$ cat config.mk
export PLATFORM = sky130hd
export DESIGN_NAME = regbus_arbiter
export DESIGN_NICKNAME = d
export VERILOG_FILES = /design/src/rtl/regbus_arbiter.sv
export SDC_FILE = /design/constraint.sdc
export NUM_CORES = 1
export LEC_CHECK = 0
export ABC_AREA = 1
export CORE_ASPECT_RATIO = 0.6
export CORE_UTILIZATION = 31
export CTS_CLUSTER_DIAMETER = 60
export DETAILED_ROUTE_END_ITERATION = 6
export PLACE_DENSITY = 0.61
export SYNTH_ARGS = -nofsm -noshare
export SYNTH_HDL_FRONTEND = slang
export SYNTH_SLANG_ARGS = --single-unit
$ cat constraint.sdc
create_clock -name clk25 -period 2.5 [get_ports clk25]
set_input_delay 0.25 -clock clk25 [delete_from_list [all_inputs] [get_ports clk25]]
set_output_delay 0.25 -clock clk25 [all_outputs]
set_load 0.01 [all_outputs]
$ cat src/rtl/regbus_arbiter.sv
// ---------------------------------------------------------------------------
// regbus_arbiter
//   Shares the single register-file access port between host accesses
//   (decoded from the external 6502 bus) and write-only accesses from the
//   SPI debug interface. Host has priority and a one-entry hold buffer;
//   debug writes queue in a FIFO and an age limit forces a debug slot so the
//   FIFO head is never starved.
//
// Ports
//   clk25            : system clock, all logic on rising edge
//   reset            : synchronous active-high reset
//   host_wr/host_rd  : single-cycle host write / read request
//   host_addr        : host register address (5 bits)
//   host_wdata       : host write data (8 bits)
//   host_rdata       : last host read result
//   host_rdata_valid : one-cycle pulse when host_rdata updates
//   host_overrun     : sticky, a host request was lost
//   dbg_wr           : single-cycle debug write request
//   dbg_addr         : debug register address (5 bits)
//   dbg_wdata        : debug write data (8 bits)
//   dbg_level        : debug FIFO occupancy
//   dbg_overflow     : sticky, a debug write was dropped (FIFO full)
//   reg_wr/reg_rd    : registered register-file write / read strobes
//   reg_addr         : registered register-file address
//   reg_wdata        : registered register-file write data
//   reg_rdata        : register-file read data, valid while reg_rd is high
// ---------------------------------------------------------------------------
module regbus_arbiter #(
    parameter int DBG_DEPTH    = 4,
    parameter int STARVE_LIMIT = 8
) (
    input  logic                       clk25,
    input  logic                       reset,
    input  logic                       host_wr,
    input  logic                       host_rd,
    input  logic [4:0]                 host_addr,
    input  logic [7:0]                 host_wdata,
    output logic [7:0]                 host_rdata,
    output logic                       host_rdata_valid,
    output logic                       host_overrun,
    input  logic                       dbg_wr,
    input  logic [4:0]                 dbg_addr,
    input  logic [7:0]                 dbg_wdata,
    output logic [$clog2(DBG_DEPTH):0] dbg_level,
    output logic                       dbg_overflow,
    output logic                       reg_wr,
    output logic                       reg_rd,
    output logic [4:0]                 reg_addr,
    output logic [7:0]                 reg_wdata,
    input  logic [7:0]                 reg_rdata
);

    localparam int PW = $clog2(DBG_DEPTH);
    localparam int LW = PW + 1;
    localparam int AW = $clog2(STARVE_LIMIT + 1);
    localparam logic [LW-1:0] FULL_LEVEL = LW'(DBG_DEPTH);
    localparam logic [AW-1:0] AGE_MAX    = AW'(STARVE_LIMIT);

    // Source of the slot issued on the next clock edge
    typedef enum logic [1:0] {
        SEL_IDLE = 2'd0,
        SEL_HOLD = 2'd1,
        SEL_NEW  = 2'd2,
        SEL_DBG  = 2'd3
    } sel_t;

    // Debug FIFO storage: {addr, wdata}
    logic [12:0]   r_mem [DBG_DEPTH];
    logic [PW-1:0] r_wr_ptr;
    logic [PW-1:0] r_rd_ptr;
    logic [LW-1:0] r_level;
    logic [AW-1:0] r_age;

    // One-entry host hold buffer
    logic          r_hold_valid;
    logic          r_hold_wr;
    logic [4:0]    r_hold_addr;
    logic [7:0]    r_hold_wdata;

    // Registered outputs
    logic          r_reg_wr;
    logic          r_reg_rd;
    logic [4:0]    r_reg_addr;
    logic [7:0]    r_reg_wdata;
    logic [7:0]    r_host_rdata;
    logic          r_host_rdata_valid;
    logic          r_host_overrun;
    logic          r_dbg_overflow;

    logic          w_new_valid;
    logic          w_conflict;
    logic          w_fifo_empty;
    logic          w_fifo_full;
    logic          w_force;
    logic [12:0]   w_head;
    logic          w_push;
    logic          w_dbg_drop;
    sel_t          w_sel;
    logic          w_pop;
    logic          w_hold_load;
    logic          w_hold_clear;
    logic          w_host_drop;

    // A simultaneous write+read is treated as a write; the read is lost
    assign w_new_valid  = host_wr | host_rd;
    assign w_conflict   = host_wr & host_rd;
    assign w_fifo_empty = (r_level == {LW{1'b0}});
    assign w_fifo_full  = (r_level == FULL_LEVEL);
    assign w_force      = ~w_fifo_empty & (r_age == AGE_MAX);
    assign w_head       = r_mem[r_rd_ptr];
    // When full, a push only fits if the head leaves in the same cycle
    assign w_push       = dbg_wr & (~w_fifo_full | w_pop);
    assign w_dbg_drop   = dbg_wr & w_fifo_full & ~w_pop;

    // Slot arbitration: forced debug, then host (hold first), then debug
    always_comb begin
        w_sel        = SEL_IDLE;
        w_pop        = 1'b0;
        w_hold_load  = 1'b0;
        w_hold_clear = 1'b0;
        w_host_drop  = 1'b0;
        if (w_force) begin
            w_sel = SEL_DBG;
            w_pop = 1'b1;
            if (w_new_valid) begin
                // Hold is not drained in a forced slot, so a full hold loses the arrival
                if (r_hold_valid) begin
                    w_host_drop = 1'b1;
                end else begin
                    w_hold_load = 1'b1;
                end
            end else begin
                w_hold_load = 1'b0;
            end
        end else if (r_hold_valid) begin
            w_sel = SEL_HOLD;
            // A new arrival takes the place of the entry being drained
            if (w_new_valid) begin
                w_hold_load = 1'b1;
            end else begin
                w_hold_clear = 1'b1;
            end
        end else if (w_new_valid) begin
            w_sel = SEL_NEW;
        end else if (!w_fifo_empty) begin
            w_sel = SEL_DBG;
            w_pop = 1'b1;
        end else begin
            w_sel = SEL_IDLE;
        end
    end

    // FIFO storage write; contents are discarded on reset via the pointers
    always_ff @(posedge clk25) begin
        if (w_push && !reset) begin
            r_mem[r_wr_ptr] <= {dbg_addr, dbg_wdata};
        end
    end

    // FIFO pointers, occupancy and head age
    always_ff @(posedge clk25) begin
        if (reset) begin
            r_wr_ptr <= {PW{1'b0}};
            r_rd_ptr <= {PW{1'b0}};
            r_level  <= {LW{1'b0}};
            r_age    <= {AW{1'b0}};
        end else begin
            if (w_push) begin
                r_wr_ptr <= r_wr_ptr + PW'(1);
            end
            if (w_pop) begin
                r_rd_ptr <= r_rd_ptr + PW'(1);
            end
            case ({w_push, w_pop})
                2'b10:   r_level <= r_level + LW'(1);
                2'b01:   r_level <= r_level - LW'(1);
                default: r_level <= r_level;
            endcase
            if (w_pop || w_fifo_empty) begin
                r_age <= {AW{1'b0}};
            end else if (r_age != AGE_MAX) begin
                r_age <= r_age + AW'(1);
            end
        end
    end

    // Host hold buffer
    always_ff @(posedge clk25) begin
        if (reset) begin
            r_hold_valid <= 1'b0;
            r_hold_wr    <= 1'b0;
            r_hold_addr  <= 5'd0;
            r_hold_wdata <= 8'd0;
        end else if (w_hold_load) begin
            r_hold_valid <= 1'b1;
            r_hold_wr    <= host_wr;
            r_hold_addr  <= host_addr;
            r_hold_wdata <= host_wdata;
        end else if (w_hold_clear) begin
            r_hold_valid <= 1'b0;
        end
    end

    // Issue the selected slot; address/data hold their value in idle cycles
    always_ff @(posedge clk25) begin
        if (reset) begin
            r_reg_wr    <= 1'b0;
            r_reg_rd    <= 1'b0;
            r_reg_addr  <= 5'd0;
            r_reg_wdata <= 8'd0;
        end else begin
            case (w_sel)
                SEL_DBG: begin
                    r_reg_wr    <= 1'b1;
                    r_reg_rd    <= 1'b0;
                    r_reg_addr  <= w_head[12:8];
                    r_reg_wdata <= w_head[7:0];
                end
                SEL_HOLD: begin
                    r_reg_wr   <= r_hold_wr;
                    r_reg_rd   <= ~r_hold_wr;
                    r_reg_addr <= r_hold_addr;
                    if (r_hold_wr) begin
                        r_reg_wdata <= r_hold_wdata;
                    end
                end
                SEL_NEW: begin
                    r_reg_wr   <= host_wr;
                    r_reg_rd   <= ~host_wr;
                    r_reg_addr <= host_addr;
                    if (host_wr) begin
                        r_reg_wdata <= host_wdata;
                    end
                end
                default: begin
                    r_reg_wr <= 1'b0;
                    r_reg_rd <= 1'b0;
                end
            endcase
        end
    end

    // Read return capture and sticky error flags
    always_ff @(posedge clk25) begin
        if (reset) begin
            r_host_rdata       <= 8'd0;
            r_host_rdata_valid <= 1'b0;
            r_host_overrun     <= 1'b0;
            r_dbg_overflow     <= 1'b0;
        end else begin
            r_host_rdata_valid <= r_reg_rd;
            if (r_reg_rd) begin
                r_host_rdata <= reg_rdata;
            end
            if (w_conflict || w_host_drop) begin
                r_host_overrun <= 1'b1;
            end
            if (w_dbg_drop) begin
                r_dbg_overflow <= 1'b1;
            end
        end
    end

    assign reg_wr           = r_reg_wr;
    assign reg_rd           = r_reg_rd;
    assign reg_addr         = r_reg_addr;
    assign reg_wdata        = r_reg_wdata;
    assign host_rdata       = r_host_rdata;
    assign host_rdata_valid = r_host_rdata_valid;
    assign host_overrun     = r_host_overrun;
    assign dbg_overflow     = r_dbg_overflow;
    assign dbg_level        = r_level;

endmodule
# Word level (Yosys, flattened, before mapping)
# Memory sizes are Yosys's and may differ from the RTL's. A register that Yosys moved wholly into a read port is not among the register bits.
# Cells that the tools add are included.
totals:
  out_inout_bits: 29
  rom_bits: 0
  inputBits: 39
  latchBits: 0
  mem_bits_rw: 52
  memories: 1
  regBits: 52
mem_list:
  columns: ["name", "words", "word_bits", "rd", "rd_clocked_by_memory_dff", "write_ports", "line", "rtl"]
  rows:
  - ["r_mem", 4, 13, 1, 1, 1, "68", "logic [12:0] r_mem [DBG_DEPTH];"]
classes:
  mux: 32
  div: 0
  eq_ne: 10
  mul: 0
  shifts: 0
  reduce_logical: 10
  order_cmp: 0
  add_sub_neg: 5
  bitwise_logic: 12
ops:
  columns: ["operator", "count"]
  rows:
  - ["8-bit case mux with 3 select lines", 1]
  - ["1-bit 2-to-1 mux", 19]
  - ["8-bit 2-to-1 mux", 2]
  - ["5-bit case mux with 3 select lines", 1]
  - ["2-bit 2-to-1 mux", 6]
  - ["2-bit == test (second input constant)", 3]
  - ["3-bit case mux with 2 select lines", 1]
  - ["1-bit bitwise AND", 5]
  - ["1-bit inverter", 5]
  - ["2-bit by 1-bit adder with 2-bit output (second input constant)", 2]
  - ["4-bit by 1-bit adder with 4-bit output (second input constant)", 1]
  - ["2-bit by 1-bit == test with 1-bit output (second input constant)", 2]
  - ["4-bit == test (second input constant)", 1]
  - ["2-bit inequality test (second input constant)", 2]
  - ["4-bit inequality test (second input constant)", 1]
  - ["2-bit nonzero test", 2]
  - ["3-bit by 1-bit adder with 3-bit output (second input constant)", 1]
  - ["3-bit == test (second input constant)", 1]
  - ["3-bit zero test", 1]
  - ["1-bit case mux with 3 select lines", 1]
  - ["3-bit AND reduction", 1]
  - ["3-bit nonzero test", 1]
  - ["3-bit by 1-bit subtractor with 3-bit output (second input constant)", 1]
  - ["1-bit logical OR", 2]
  - ["5 further kinds", 6]

# Logic depth before layout (Yosys ltp)
logic_depth:
  word_depth: 10
  depth_mapped: 13

# Least setup slack after synthesis
# Ideal clock, no wire load.
synth_timing:
  kind: "reg-to-reg"
  from: "reg r_age[0]"
  to: "mem r_mem[0][0], enable pin"
  slack_ns: 0.392
  path_stages_with_launch: 8
  setup_ns: 0.382
  t_arrival_ns: 1.726
  path_buffers: 0
  path_cell_list: "dfxtp_1 -> inv_1 -> ha_1 -> nand3_1 -> nand2_2 -> o21ai_2 -> or2_2 -> nor2_1"
synth_between:
  elab_chain_len: 8
synth_lines:
  columns: ["item", "line", "rtl"]
  rows:
  - ["from (decl)", "72", "logic [AW-1:0] r_age;"]
  - ["from (signal assigned)", "166", "r_age <= {AW{1'b0}};"]
  - ["from (signal assigned)", "180", "r_age <= {AW{1'b0}};"]
  - ["from (signal assigned)", "182", "r_age <= r_age + AW'(1);"]
  - ["4-bit == test", "109", "assign w_force = ~w_fifo_empty & (r_age == AGE_MAX);"]
  - ["1-bit bitwise AND", "109", null]
  - ["1-bit 2-to-1 mux", "122", "if (w_force) begin"]
  - ["1-bit bitwise OR", "112", "assign w_push = dbg_wr & (~w_fifo_full | w_pop);"]
  - ["1-bit bitwise AND", "112", null]
  - ["1-bit logical AND", "155", "if (w_push && !reset) begin"]
  - ["1-bit 2-to-1 mux", "155", null]
  - ["1-bit 2-to-1 mux (implied by the code)", "156", "r_mem[r_wr_ptr] <= {dbg_addr, dbg_wdata};"]
  - ["to (decl)", "68", null]
# Every way passes these cells.

# Worst setup path after layout
layout_timing:
  from: "reg r_age[0]"
  to: "reg r_level[2] (netlist: dbg_level[2])"
layout_between:
  elab_chain_len: 7
layout_lines:
  columns: ["item", "line", "rtl"]
  rows:
  - ["4-bit == test *", "109", null]
  - ["1-bit bitwise AND *", "109", null]
  - ["1-bit 2-to-1 mux *", "122", null]
  - ["1-bit bitwise OR", "112", null]
  - ["1-bit bitwise AND", "112", null]
  - ["2-bit by 1-bit == test with 1-bit output / 2-bit == test (equally long branches)", "174", "case ({w_push, w_pop})"]
  - ["3-bit case mux with 2 select lines / 2-bit nonzero test (equally long branches)", null, null]
  - ["to (signal assigned)", "175", "2'b10: r_level <= r_level + LW'(1);"]
  - ["to (signal assigned)", "176", "2'b01: r_level <= r_level - LW'(1);"]
  - ["to (signal assigned)", "177", "default: r_level <= r_level;"]
  - ["to (decl)", "71", "logic [LW-1:0] r_level;"]
# Mark *: on every way between the ends. The rest lies on a longest branch, timed or not.
# A chain may end at the register's enable or synchronous reset.

==> impl_metrics.json <==
{
  "min_period_ns": 2.06,
  "dr.pass1.iters": 5,
  "routabilityCongestion": 0.831,
  "worst_path_largest_cell_delay_ns": 0.41,
  "core_area_sq_um": 13900,
  "p_clk_share_pct": 37.2,
  "drive_gt1_share_pct": 10.4,
  "ir_drop_v": 0.000392,
  "fin_cells": 739,
  "reg2reg_to": "dbg_level[2]",
  "initial_core_util_pct": 32.2,
  "r2r_start": "r_age[0]",
  "max_clock_freq_mhz": 486,
  "syn_inst": 473,
  "finalSetupTns_ns": 0,
  "synth_seq_cells": 106,
  "via_per_inst": 4.53,
  "cts_root_buffer": "clkbuf_16",
  "slew_viol_final": 0,
  "pwr-share-comb_pct": 13.3,
  "ant_nets": 0,
  "grt-ovfl-total": 0,
  "design.die.area_sq_um": 14900,
  "p_leak_nw": 2.16,
  "critPathMaxFanout": 6,
  "finalHoldViolCount": 0,
  "yosysUniqueCellTypes": 32,
  "holdBufCountCts": 0,
  "drc": 0,
  "dp_hpwl_um": 7180,
  "synth_edf_count": 52,
  "synth_async_sr_flop_share_pct": 0,
  "cts_tree": "built",
  "cts_resized": 0,
  "place_ws_ns": 0.189,
  "syn_to_final_growth_pct": 27.9,
  "grt_max_degree": 35,
  "drtIter0Drc": 233,
  "worst_pin_slew_ns": 0.699,
  "synth-main-ff-cell": "dfxtp_1",
  "clkSinkCount": 106,
  "vias": 3344,
  "yosysWarnings": 0,
  "die_x_um": 157,
  "startpoint": "r_age[0]",
  "track_usage_pct": 14.6,
  "clkSlewWorstSetupHoldPaths_ns": 0.08,
  "rows": 33,
  "switching_share_pct": 25.1,
  "dp_cells": 723,
  "status": "finished clean",
  "finalHoldWorstSlack_ns": 0.475,
  "num_antenna_cells": 0,
  "synth_area_sq_um": 4470,
  "yosysTopAreaCell": "edfxtp_1",
  "endpoint": "dbg_level[2]",
  "relSlewSlack_pct": 53.1,
  "power.internal_mw": 2.93,
  "critical_path_class": "reg -> reg",
  "p_seq_share_pct": 49.5,
  "worst_slack_ns": 0.444,
  "ios": 68,
  "finalSetupViolations": 0,
  "grt_pass1_wl_um": 16500,
  "cts_setup_buffers": 0,
  "yosysTopAreaCellShare_pct": 35.0,
  "synth_seq_area_share_pct": 59.2,
  "p_per_area_nw_per_um2": 685,
  "rrSetupSlack_ns": 0.44,
  "switchingPower_mw": 0.980,
  "ctsHtreeMaxLevel": 3,
  "ys_top_cells_by_area": "edfxtp_1, dfxtp_1, nor2_1, nand2_1, nand3_1",
  "synth_nets": 519,
  "crit_slowest_cell": "fa_1",
  "post-route-period-util_pct": 82.2,
  "setup.worst_path.start_class": "flop",
  "fin_total_pwr_mw": 3.91,
  "cap_violations": 0,
  "cts.path.max_buffers": 2,
  "die_y_um": 95.0,
  "critPathCaptureType": "flop",
  "hp-class": "reg -> reg",
  "clk_latency_ns": 0.35,
  "fin_skew_ns": 0.0102,
  "crit_chain": "inv_1, ha_1, nand3_1, nand2_2, nand2_4, inv_2, nand2_2, fa_1, inv_1, nand4_1, a21oi_1, nor2_1",
  "grt_pass1_vias": 3215,
  "final_nets": 588,
  "antenna_found_initial": 0,
  "wire_per_inst_um": 13.7,
  "wl_um": 10100,
  "r2r_cells": 12,
  "cts_buffers": 9,
  "grt_setup_unrepaired": "false",
  "critPathArrivalTime_ns": 2.30,
  "synth.avg_cell_area_sq_um": 9.44,
  "crit_required_ns": 2.74,
  "io_buffers": 67
}
## per-layer routing
| metal | track usage (%) | wire length (um) | up-vias |
|---|---|---|---|
| li1 | - | - | 1715 |
| met1 | 21.0 | 5170 | 1542 |
| met2 | 21.0 | 4220 | 79 |
| met3 | 5.14 | 651 | 8 |
| met4 | 3.02 | 108 | 0 |
| met5 | 0 | 0 | - |
## cell usage after synthesis, types with 2 or more instances
master     n
nand2_1   68
dfxtp_1   54
edfxtp_1  52
nand2_4    4
nand3_1   49
inv_2      4
clkbuf_1   7
inv_4      2
nor2_1    94
nand4_1    2
nand2_2    4
inv_1     24
ha_1       6
a21oi_1   12
or2_2      2
clkinv_1   2
a31oi_1    5
buf_6      4
buf_2      8
o21ai_1   18
nand3_4    2
nor2_4     3
nand3_2    7
o21ai_0   32
## how the worst min path moves through the flow
| stage | from | cells past startpoint | end |
|---|---|---|---|
| final | r_rd_ptr[1] | 2 | r_rd_ptr[1] |
| after global routing | reg_rdata[3] | 3 | host_rdata[3] |
| after CTS | r_rd_ptr[1] | 2 | flop |
| after detailed placement | r_rd_ptr[1] | 2 | flop |
| after global placement | r_age[0] | 1 | r_age[0] |
| after floorplan | reset | 1 | host_overrun |
## stage by stage
step	util (%)	cell area [sq um]
3_5_place_dp	39.0	5400
4_1_cts	41.2	5710
6_report	41.2	5710
2_1_floorplan	-	4470
3_3_place_gp	39.0	5400
5_1_grt	41.2	5710
## cell type report
type | count | area, sq um
clock buffers | 9 | 225
clock inverters | 7 | 83.8
fillers | 1337 | 8160
inverters | 32 | 125
multi-input cells | 316 | 1590
flip-flops and latches | 106 | 2640
well taps | 192 | 240
repair buffers | 77 | 808
## placed cells by master (no fill, tap or decap), types with 2 or more instances in the layout
master,netlist,final
nand2_1,68,68
a21oi_1,12,12
ha_1,6,6
inv_1,24,24
nor2_4,3,3
clkinv_1,2,2
nand3_4,2,2
edfxtp_1,52,52
inv_4,2,2
inv_6,0,3
dfxtp_1,54,54
or2_2,2,2
o21ai_0,32,32
nand2_4,4,4
o21ai_1,18,18
a31oi_1,5,5
nand3_2,7,7
nor2_1,94,94
nand4_1,2,2
buf_12,0,5
inv_2,4,4
nand3_1,49,49
buf_4,0,5
clkbuf_16,0,9
clkdlybuf4s50_1,0,67
nand2_2,4,4
## worst max-delay path: cells and delay by family (launching register included)
| family | cells | cell delay, ns |
|---|---|---|
| buffers and inverters | 3 | 0.25 |
| adders and majority gates | 2 | 0.59 |
| AOI/OAI and AO/OA | 1 | 0.16 |
| and+or+nand+nor | 6 | 0.60 |
| DFF | 1 | 0.35 |
## state kept, by name, indices dropped and copies added, names as in the netlist, named ones only
register	cells
r_hold_addr	5
r_hold_valid	1
r_hold_wr	1
reg_wdata	8
reg_addr	5
r_rd_ptr	2
r_hold_wdata	8
dbg_overflow	1
host_rdata_valid	1
r_age	4
reg_rd	1
r_mem	52
host_overrun	1
dbg_level	3
r_wr_ptr	2
reg_wr	1
host_rdata	8
## kinds of logic after synthesis
logic type | count (synthesis) | synth area share (%)
DFF | 106 | 59.2
xor gates and xnor gates | 2 | 0.392
adders and majority gates | 7 | 2.13
buffers and inverters | 51 | 5.29
AOI/OAI and AO/OA | 70 | 8.40
and+or+nand+nor | 237 | 24.6
## power by group through the flow
stage               Sequential (mW)  Clock [mW]  Combinational (mW)
detailed placement             1.98           0               0.521
global route                   1.95        1.56               0.587
global placement               1.97           0               0.516
floorplan                      1.99           0               0.257
CTS                            1.94        1.49               0.526
finish                         1.94        1.45               0.521
(Power assumes the default switching activity.)
